[src/rtl/tl_source_arbiter.sv]
// tl_source_arbiter
//   Merges two TileLink-UL requester ports onto one shared A/D port.
//   A channel: round-robin between eligible requesters, with a per-port credit
//   limit (MAX_INFLIGHT outstanding requests) and a burst lock so that both
//   beats of a 2-beat Put stay together. The granted port index is prepended to
//   the forwarded source ID.
//   D channel: responses are steered back by the top source bit, combinationally.
//   A 1-bit beat counter per port finds the last beat of 2-beat AccessAckData so
//   the credit is returned only once the whole response has been consumed.
//
// Ports
//   clock, reset            sole clock, asynchronous active-high reset
//   inN_a_*                 A channel from requester N (N = 0, 1)
//   inN_d_*                 D channel to requester N
//   out_a_*                 A channel to the shared port (source is 5 bits)
//   out_d_*                 D channel from the shared port (source[4] = port)
//   err                     sticky flag: a response arrived with no credit out
module tl_source_arbiter #(
  parameter int MAX_INFLIGHT = 4
) (
  input  logic        clock,
  input  logic        reset,

  input  logic        in0_a_valid,
  output logic        in0_a_ready,
  input  logic [2:0]  in0_a_bits_opcode,
  input  logic [2:0]  in0_a_bits_param,
  input  logic [2:0]  in0_a_bits_size,
  input  logic [3:0]  in0_a_bits_source,
  input  logic [11:0] in0_a_bits_address,
  input  logic [3:0]  in0_a_bits_mask,
  input  logic [31:0] in0_a_bits_data,
  input  logic        in0_a_bits_corrupt,
  output logic        in0_d_valid,
  input  logic        in0_d_ready,
  output logic [2:0]  in0_d_bits_opcode,
  output logic [2:0]  in0_d_bits_size,
  output logic [3:0]  in0_d_bits_source,
  output logic [31:0] in0_d_bits_data,

  input  logic        in1_a_valid,
  output logic        in1_a_ready,
  input  logic [2:0]  in1_a_bits_opcode,
  input  logic [2:0]  in1_a_bits_param,
  input  logic [2:0]  in1_a_bits_size,
  input  logic [3:0]  in1_a_bits_source,
  input  logic [11:0] in1_a_bits_address,
  input  logic [3:0]  in1_a_bits_mask,
  input  logic [31:0] in1_a_bits_data,
  input  logic        in1_a_bits_corrupt,
  output logic        in1_d_valid,
  input  logic        in1_d_ready,
  output logic [2:0]  in1_d_bits_opcode,
  output logic [2:0]  in1_d_bits_size,
  output logic [3:0]  in1_d_bits_source,
  output logic [31:0] in1_d_bits_data,

  output logic        out_a_valid,
  input  logic        out_a_ready,
  output logic [2:0]  out_a_bits_opcode,
  output logic [2:0]  out_a_bits_param,
  output logic [2:0]  out_a_bits_size,
  output logic [4:0]  out_a_bits_source,
  output logic [11:0] out_a_bits_address,
  output logic [3:0]  out_a_bits_mask,
  output logic [31:0] out_a_bits_data,
  output logic        out_a_bits_corrupt,

  input  logic        out_d_valid,
  output logic        out_d_ready,
  input  logic [2:0]  out_d_bits_opcode,
  input  logic [2:0]  out_d_bits_size,
  input  logic [4:0]  out_d_bits_source,
  input  logic [31:0] out_d_bits_data,

  output logic        err
);

  localparam logic [0:0] ST_IDLE  = 1'b0;
  localparam logic [0:0] ST_BURST = 1'b1;
  localparam logic [2:0] MAX_C    = 3'(MAX_INFLIGHT);

  // PutFull/PutPartial of size 3 carry 8 bytes over a 4-byte bus.
  function automatic logic a_two_beat(input logic [2:0] op, input logic [2:0] size);
    return ((op == 3'd0) || (op == 3'd1)) && (size == 3'd3);
  endfunction

  // AccessAckData of size 3 returns two data beats.
  function automatic logic d_two_beat(input logic [2:0] op, input logic [2:0] size);
    return (op == 3'd1) && (size == 3'd3);
  endfunction

  logic [0:0]      state;
  logic            rr;
  logic            lock;
  logic [1:0][2:0] outst;
  logic [1:0][2:0] outst_nxt;
  logic [1:0]      dbeat;

  logic [1:0]      a_valid;
  logic [1:0]      elig;
  logic            gnt;
  logic            gnt_vld;
  logic            a_fire;
  logic            a_first;
  logic            d_port;
  logic            d_fire;
  logic            d_last;
  logic [1:0]      inc;
  logic [1:0]      dec_req;

  assign a_valid = {in1_a_valid, in0_a_valid};
  assign elig[0] = in0_a_valid && (outst[0] < MAX_C);
  assign elig[1] = in1_a_valid && (outst[1] < MAX_C);

  // Grant selection: the burst lock overrides eligibility and credit.
  always_comb begin
    gnt     = 1'b0;
    gnt_vld = 1'b0;
    if (state == ST_BURST) begin
      gnt     = lock;
      gnt_vld = 1'b1;
    end else if (elig[0] && elig[1]) begin
      gnt     = rr;
      gnt_vld = 1'b1;
    end else if (elig[0]) begin
      gnt     = 1'b0;
      gnt_vld = 1'b1;
    end else if (elig[1]) begin
      gnt     = 1'b1;
      gnt_vld = 1'b1;
    end
  end

  assign out_a_valid = gnt_vld && a_valid[gnt];
  assign in0_a_ready = gnt_vld && !gnt && out_a_ready;
  assign in1_a_ready = gnt_vld &&  gnt && out_a_ready;

  assign out_a_bits_opcode  = gnt ? in1_a_bits_opcode  : in0_a_bits_opcode;
  assign out_a_bits_param   = gnt ? in1_a_bits_param   : in0_a_bits_param;
  assign out_a_bits_size    = gnt ? in1_a_bits_size    : in0_a_bits_size;
  assign out_a_bits_source  = {gnt, (gnt ? in1_a_bits_source : in0_a_bits_source)};
  assign out_a_bits_address = gnt ? in1_a_bits_address : in0_a_bits_address;
  assign out_a_bits_mask    = gnt ? in1_a_bits_mask    : in0_a_bits_mask;
  assign out_a_bits_data    = gnt ? in1_a_bits_data    : in0_a_bits_data;
  assign out_a_bits_corrupt = gnt ? in1_a_bits_corrupt : in0_a_bits_corrupt;

  assign a_fire  = out_a_valid && out_a_ready;
  assign a_first = a_fire && (state == ST_IDLE);

  // D routing: steered by the port bit the A side prepended to the source.
  assign d_port            = out_d_bits_source[4];
  assign in0_d_valid       = out_d_valid && !d_port;
  assign in1_d_valid       = out_d_valid &&  d_port;
  assign out_d_ready       = d_port ? in1_d_ready : in0_d_ready;
  assign in0_d_bits_opcode = out_d_bits_opcode;
  assign in0_d_bits_size   = out_d_bits_size;
  assign in0_d_bits_source = out_d_bits_source[3:0];
  assign in0_d_bits_data   = out_d_bits_data;
  assign in1_d_bits_opcode = out_d_bits_opcode;
  assign in1_d_bits_size   = out_d_bits_size;
  assign in1_d_bits_source = out_d_bits_source[3:0];
  assign in1_d_bits_data   = out_d_bits_data;

  assign d_fire = out_d_valid && out_d_ready;
  // A 2-beat response ends on the beat seen while the port's beat bit is set.
  assign d_last = !d_two_beat(out_d_bits_opcode, out_d_bits_size) || dbeat[d_port];

  // Credit bookkeeping: simultaneous issue and completion cancel out; a
  // completion with no credit outstanding is ignored here and flagged as err.
  always_comb begin
    outst_nxt = outst;
    for (int i = 0; i < 2; i++) begin
      inc[i]     = a_first && (gnt == 1'(i));
      dec_req[i] = d_fire && d_last && (d_port == 1'(i));
      if (inc[i] && !(dec_req[i] && (outst[i] != 3'd0)))
        outst_nxt[i] = outst[i] + 3'd1;
      else if (!inc[i] && dec_req[i] && (outst[i] != 3'd0))
        outst_nxt[i] = outst[i] - 3'd1;
    end
  end

  // Registered state: arbitration, burst lock, credits, D beat tracking
  always_ff @(posedge clock or posedge reset) begin
    if (reset) begin
      state <= ST_IDLE;
      rr    <= 1'b0;
      lock  <= 1'b0;
      outst <= '0;
      dbeat <= '0;
      err   <= 1'b0;
    end else begin
      if (a_fire) begin
        if (state == ST_IDLE) begin
          rr <= !gnt;
          if (a_two_beat(out_a_bits_opcode, out_a_bits_size)) begin
            state <= ST_BURST;
            lock  <= gnt;
          end
        end else begin
          state <= ST_IDLE;
        end
      end
      if (d_fire && d_two_beat(out_d_bits_opcode, out_d_bits_size))
        dbeat[d_port] <= !dbeat[d_port];
      outst <= outst_nxt;
      if ((dec_req[0] && (outst[0] == 3'd0)) || (dec_req[1] && (outst[1] == 3'd0)))
        err <= 1'b1;
    end
  end

endmodule

[config.mk]
export PLATFORM = sky130hd
export DESIGN_NAME = tl_source_arbiter
export DESIGN_NICKNAME = d
export VERILOG_FILES = /design/src/rtl/tl_source_arbiter.sv
export SDC_FILE = /design/constraint.sdc
export NUM_CORES = 1
export LEC_CHECK = 0
export CELL_PAD_IN_SITES_DETAIL_PLACEMENT = 2
export CELL_PAD_IN_SITES_GLOBAL_PLACEMENT = 2
export CORE_MARGIN = 5
export CORE_UTILIZATION = 10
export CTS_BUF_LIST = sky130_fd_sc_hd__clkbuf_8
export DETAILED_ROUTE_END_ITERATION = 10
export PLACE_DENSITY = 0.95
export SLEW_MARGIN = 20
export SYNTH_ARGS = -nofsm -noshare
export SYNTH_HDL_FRONTEND = slang
export SYNTH_SLANG_ARGS = --single-unit
[constraint.sdc]
create_clock -name clock -period 5.7 [get_ports clock]
set_clock_uncertainty 0.15 [all_clocks]
set_input_delay 1.14 -clock clock [delete_from_list [all_inputs] [get_ports clock]]
set_output_delay 1.14 -clock clock [all_outputs]
set_load 0.05 [all_outputs]
-- Word-level counts from Yosys, hierarchy flattened
Cells that the tools add are included.
- add/subtract/negate cells: 4
- $lt $le $gt $ge: 5
- equal/unequal tests: 4
- multiplexer cells: 29
- bitwise operators: 3
- reduce and logical (&&, ||, !) cells: 52
- operators with widths (operator ; number):
    logical AND 1 bit ; 32
    2-to-1 mux 32 bit ; 1
    2-to-1 mux 3 bit ; 7
    2-to-1 mux 1 bit ; 16
    2-to-1 mux 12 bit ; 1
    logical NOT 3 bit ; 3
    logical NOT 1 bit ; 8
    2-to-1 mux 4 bit ; 2
    adder 3 x 1 -> 3 bit, second input constant ; 2
    == test 3 x 1 -> 1 bit, second input constant ; 2
    == test 3 x 2 -> 1 bit, second input constant ; 2
    < comparator 3 bit, second input constant ; 2
    nonzero test 3 bit ; 2
    subtractor 3 x 1 -> 3 bit, second input constant ; 2
    < comparator 1 x 2 -> 1 bit, second input constant ; 2
    nonzero test 2 bit ; 2
    logical OR 1 bit ; 3
    NOT 1 bit ; 3
    AND reduction 3 bit ; 1
    bitwise mux 2 bit ; 1
    AND reduction 2 bit ; 1
    demux 1 bit (select 1 bit) ; 1
    greater-or-equal comparator 1 bit, second input constant ; 1
- bits in registers: 12
- output and inout port bits: 154

-- Longest topological paths before layout
- word-level depth: 17
- depth in mapped cells: 9

-- Worst setup path after synthesis
OpenSTA, ideal clock, no wires.
- kind: input to output
- start point: input in0_a_valid
- end point: output out_a_bits_data[16]
- arrival: 2701 ps
- required time: 4410 ps
- path slack: 1709 ps
- stages: 7
- cells stage by stage: nor4b_2 -> a211o_2 -> inv_2 -> clkbuf_1 -> buf_1 -> nand2_1 -> nand2_1
- cells in the longest elaborated chain, start to end: 5
- elaborated cells on any way between the ends: 6
- ends and longest elaborated chain (element ; line ; source):
    start: declaration ; 24 ; input logic in0_a_valid,
    logical AND 1 bit (*) ; 113 ; assign elig[0] = in0_a_valid && (outst[0] < MAX_C);
    2-to-1 mux 1 bit or logical AND 1 bit (tied branches) ; 126, 123 ;
    2-to-1 mux 1 bit (*) ; 123 ; end else if (elig[0] && elig[1]) begin
    2-to-1 mux 1 bit (*) ; 120 ; if (state == ST_BURST) begin
    via gnt ; 102 ; logic gnt;
    2-to-1 mux 32 bit (*) ; 145 ; assign out_a_bits_data = gnt ? in1_a_bits_data : in0_a_bits_data;
    end: declaration ; 66 ; output logic [31:0] out_a_bits_data,
Mark *: on every way through the listed nets, which the timed path passes. The rest lies on a longest branch.

-- Worst setup path after layout
- start point: input in0_a_valid
- end point: output out_a_valid
- cells in the longest elaborated chain, start to end: 7
- elaborated cells on any way between the ends: 11
- ends and longest elaborated chain (element ; line ; source):
    logical AND 1 bit ; 113 ;
    2-to-1 mux 1 bit or logical AND 1 bit (tied branches) ; 126, 123 ;
    2-to-1 mux 1 bit ; 123 ;
    2-to-1 mux 1 bit ; 120 ;
    2-to-1 mux 1 bit (not written as such) (2 in a row) ; 135 ; assign out_a_valid = gnt_vld && a_valid[gnt];
    logical AND 1 bit (*) ; 135 ;
    end: declaration ; 58 ; output logic out_a_valid,
Mark *: on every way between the ends. The rest lies on a longest branch, timed or not. The select of a mux whose other input is x is not followed.

==> results.json <==
{
  "status": "finished, final reports clean",
  "timing.hold.worst.class": "reg -> reg",
  "path_clk_slew_ps": 60,
  "critical-path-slowest-cell": "sky130_fd_sc_hd__inv_2",
  "final_area_um2": 4010,
  "ys_ff_latch": 12,
  "route.detailed.drc": 0,
  "setup-tns-final_ps": 0,
  "drive_above_1_share_pct": 15.5,
  "clk_root_buffer_cell": "sky130_fd_sc_hd__clkbuf_8",
  "drt.antenna.violating_nets": 0,
  "grt_overflow": 0,
  "hold_path_startpoint": "dbeat[1]$_DFFE_PP0P_",
  "cts-resized-gates": 0,
  "std_cell_rows": 54,
  "antenna_found_initial": 0,
  "clock_tree_from_tritoncts": "done",
  "required_time_of_the_critical_path_ps": 4410,
  "syn_avg_cell_area_um2": 5.99,
  "synthesis.area_um2": 2230,
  "layout_commonest_cell": "sky130_fd_sc_hd__nand2_1",
  "worst_setup_path_startpoint": "in0_a_valid",
  "areaGrowthSynthToFinish_pct": 79.9,
  "die_h_um": 159,
  "grt_start_max_net_pins": 68,
  "core_region_area_um2": 21900,
  "routed_via_density": 3.60,
  "synth_enable_flop_cells": 0,
  "worst_slew_margin_rel_pct": 34.0,
  "postLayoutCoreUtil_pct": 18.3,
  "dr_total_vias": 2798,
  "layout_common_cells": "sky130_fd_sc_hd__nand2_1, sky130_fd_sc_hd__clkdlybuf4s50_1, sky130_fd_sc_hd__buf_4, sky130_fd_sc_hd__dfrtp_1, sky130_fd_sc_hd__nor2_1",
  "place_area_um2": 3970,
  "groute.usage.overall_pct": 8.40,
  "sequential_to_total_area_share_from_yosys_stat_pct": 13.5,
  "final.fill_count": 2609,
  "worstReg2RegStart": "outst[2]$_DFFE_PP0P_",
  "max_cap_violations": 0,
  "type_of_element_launching_the_critical_path": "input port",
  "num-nets-final": 677,
  "power_mw": 2.12,
  "final_cells": 778,
  "leakage_nw": 1.87,
  "cts-buffers-inserted": 3,
  "multi_input_area_um2": 1210,
  "worst_pin_slew_ps": 981,
  "io_buffers": 220,
  "final.min_clock_period_ps": 4660,
  "dp_cells": 775,
  "criticalPathCategory": "in -> out",
  "netlist-cell-type-count": 35,
  "design.die.area_um2": 25400,
  "post_cts_hold_buffer_count": 0,
  "antenna_cells": 0,
  "setup_viol_count_final": 0,
  "critPathCaptureType": "primary output",
  "drt_first_pass_iters": 3,
  "initial_core_util_pct": 10.2,
  "mapped_nets": 549,
  "crit_chain": "clkdlybuf4s50_1, nor4b_2, a211o_2, inv_2, buf_12, a22o_1, buf_4",
  "irDropWorstVdd_v": 0.000217,
  "worst_ep_arrival_time_ps": 3370,
  "cts_sinks": 12,
  "async_reset_ff_share_pct": 100,
  "via_count_of_the_first_global_routing_pass": 3207,
  "synth_ff_type": "sky130_fd_sc_hd__dfrtp_1",
  "die_outline_width_um": 159,
  "post-cts-setup-buffers": 0,
  "yosys_warnings": 0,
  "max-clock-path-buffers": 2,
  "power_per_cell_area_nw_per_um2": 528,
  "place.gp.congestion": 0.700,
  "worstSkewPairLatency_ps": 240,
  "wire_per_inst_um": 14.6,
  "wirelength_um": 11400,
  "drt_iter0_markers": 49,
  "max_freq_ghz": 0.215,
  "layout_worst_path_cycle_share_pct": 81.7,
  "netlist_instances": 372,
  "final-seq-area_um2": 300,
  "report.final.hold_viol_count": 0,
  "rsz0062_at_grt": "false",
  "clock_tree.htree_level_count": 1,
  "timing.critical_path.fanout_max": 37,
  "crit_path_max_incr_delay_ps": 500,
  "post-dp-hpwl_um": 9780,
  "global_route_wire_length_before_repair_um": 17400,
  "slew_viol_final": 0,
  "top_level_ports": 329
}
stage by stage:
stage,setup WS (ps),hold slack (ps)
2_1_floorplan,1710,292
3_3_place_gp,1010,304
3_5_place_dp,980,315
4_1_cts,976,328
5_1_grt,876,346
6_report,1040,328
cell usage after synthesis, types with 2 or more instances:
master	count	share of area (%)
sky130_fd_sc_hd__or3_1	4	1.1
sky130_fd_sc_hd__nor4_1	3	0.84
sky130_fd_sc_hd__and2_1	3	0.84
sky130_fd_sc_hd__o21ai_0	3	0.67
sky130_fd_sc_hd__buf_4	85	29
sky130_fd_sc_hd__dfrtp_1	12	13
sky130_fd_sc_hd__nor2b_1	3	0.84
sky130_fd_sc_hd__xor2_1	5	2.0
sky130_fd_sc_hd__clkbuf_1	9	1.5
sky130_fd_sc_hd__nor2_1	7	1.2
sky130_fd_sc_hd__nor3_1	4	0.90
sky130_fd_sc_hd__buf_1	5	0.84
sky130_fd_sc_hd__a22o_1	2	0.79
sky130_fd_sc_hd__inv_1	6	1.0
sky130_fd_sc_hd__mux2i_1	3	1.3
sky130_fd_sc_hd__fa_1	2	1.8
sky130_fd_sc_hd__mux2_2	3	1.5
sky130_fd_sc_hd__nand2_1	191	32
sky130_fd_sc_hd__nand3_1	2	0.45
sky130_fd_sc_hd__xnor2_1	3	1.2
sky130_fd_sc_hd__nand2b_1	3	0.84
cell families (layout without fill, tap and decap cells):
family | count (synthesis) | in the layout | share of synthesized area, %
AOI/OAI and AO/OA | 12 | 12 | 4.71
and+or+nand+nor | 225 | 225 | 41.4
xor gates and xnor gates | 8 | 8 | 3.14
buffers and inverters | 106 | 232 | 32.2
adders and majority gates | 2 | 2 | 1.80
muxes | 7 | 7 | 3.37
DFF | 12 | 12 | 13.5
registers in the layout, indices dropped and copies added, names as in the netlist:
| name | cells |
|---|---|
| lock | 1 |
| state | 1 |
| dbeat | 2 |
| err | 1 |
| rr | 1 |
| outst | 6 |
routing by layer:
layer  vias to the layer above  track usage, %  routed length [µm]
li1                       1316               -                   -
met1                      1319            8.75                4150
met2                       134            15.9                5990
met3                        29            2.67                 963
met4                         0            2.68                 279
met5                         -               0                   0
power breakdown:
group          total (mW)  switching, mW  internal, mW
clock              0.0770         0.0305        0.0465
sequential          0.165         0.0441         0.121
combinational        1.87           1.31         0.569
path summary, 6_finish.rpt:
path	slack (ps)	endpoint	cells past startpoint
worst max-delay path	1040	out_a_valid	7
worst min-delay path	330	dbeat[1]$_DFFE_PP0P_	1
worst max register to register	2330	outst[2]$_DFFE_PP0P_	10
worst min register to register	330	dbeat[1]$_DFFE_PP0P_	1
max in group asynchronous	4000	outst[5]$_DFFE_PP0P_	2
min in group asynchronous	1070	dbeat[0]$_DFFE_PP0P_	2
worst max-delay path, delay by kind of cell:
| family | cells | cell delay [ps] |
|---|---|---|
| AND/OR/NAND/NOR | 1 | 210 |
| buffers and inverters | 4 | 1470 |
| AO/OA/AOI/OAI | 2 | 510 |
area by class of cell:
| type | count | area share [%] |
|---|---|---|
| Timing Repair Buffer | 222 | 51.9 |
| Multi-Input combinational cell | 254 | 30.2 |
| Tap cell | 280 | 8.74 |
| Sequential cell | 12 | 7.49 |
| Clock buffer | 3 | 1.03 |
| Inverter | 7 | 0.655 |
Note: power is estimated with default switching activity, not from simulation.
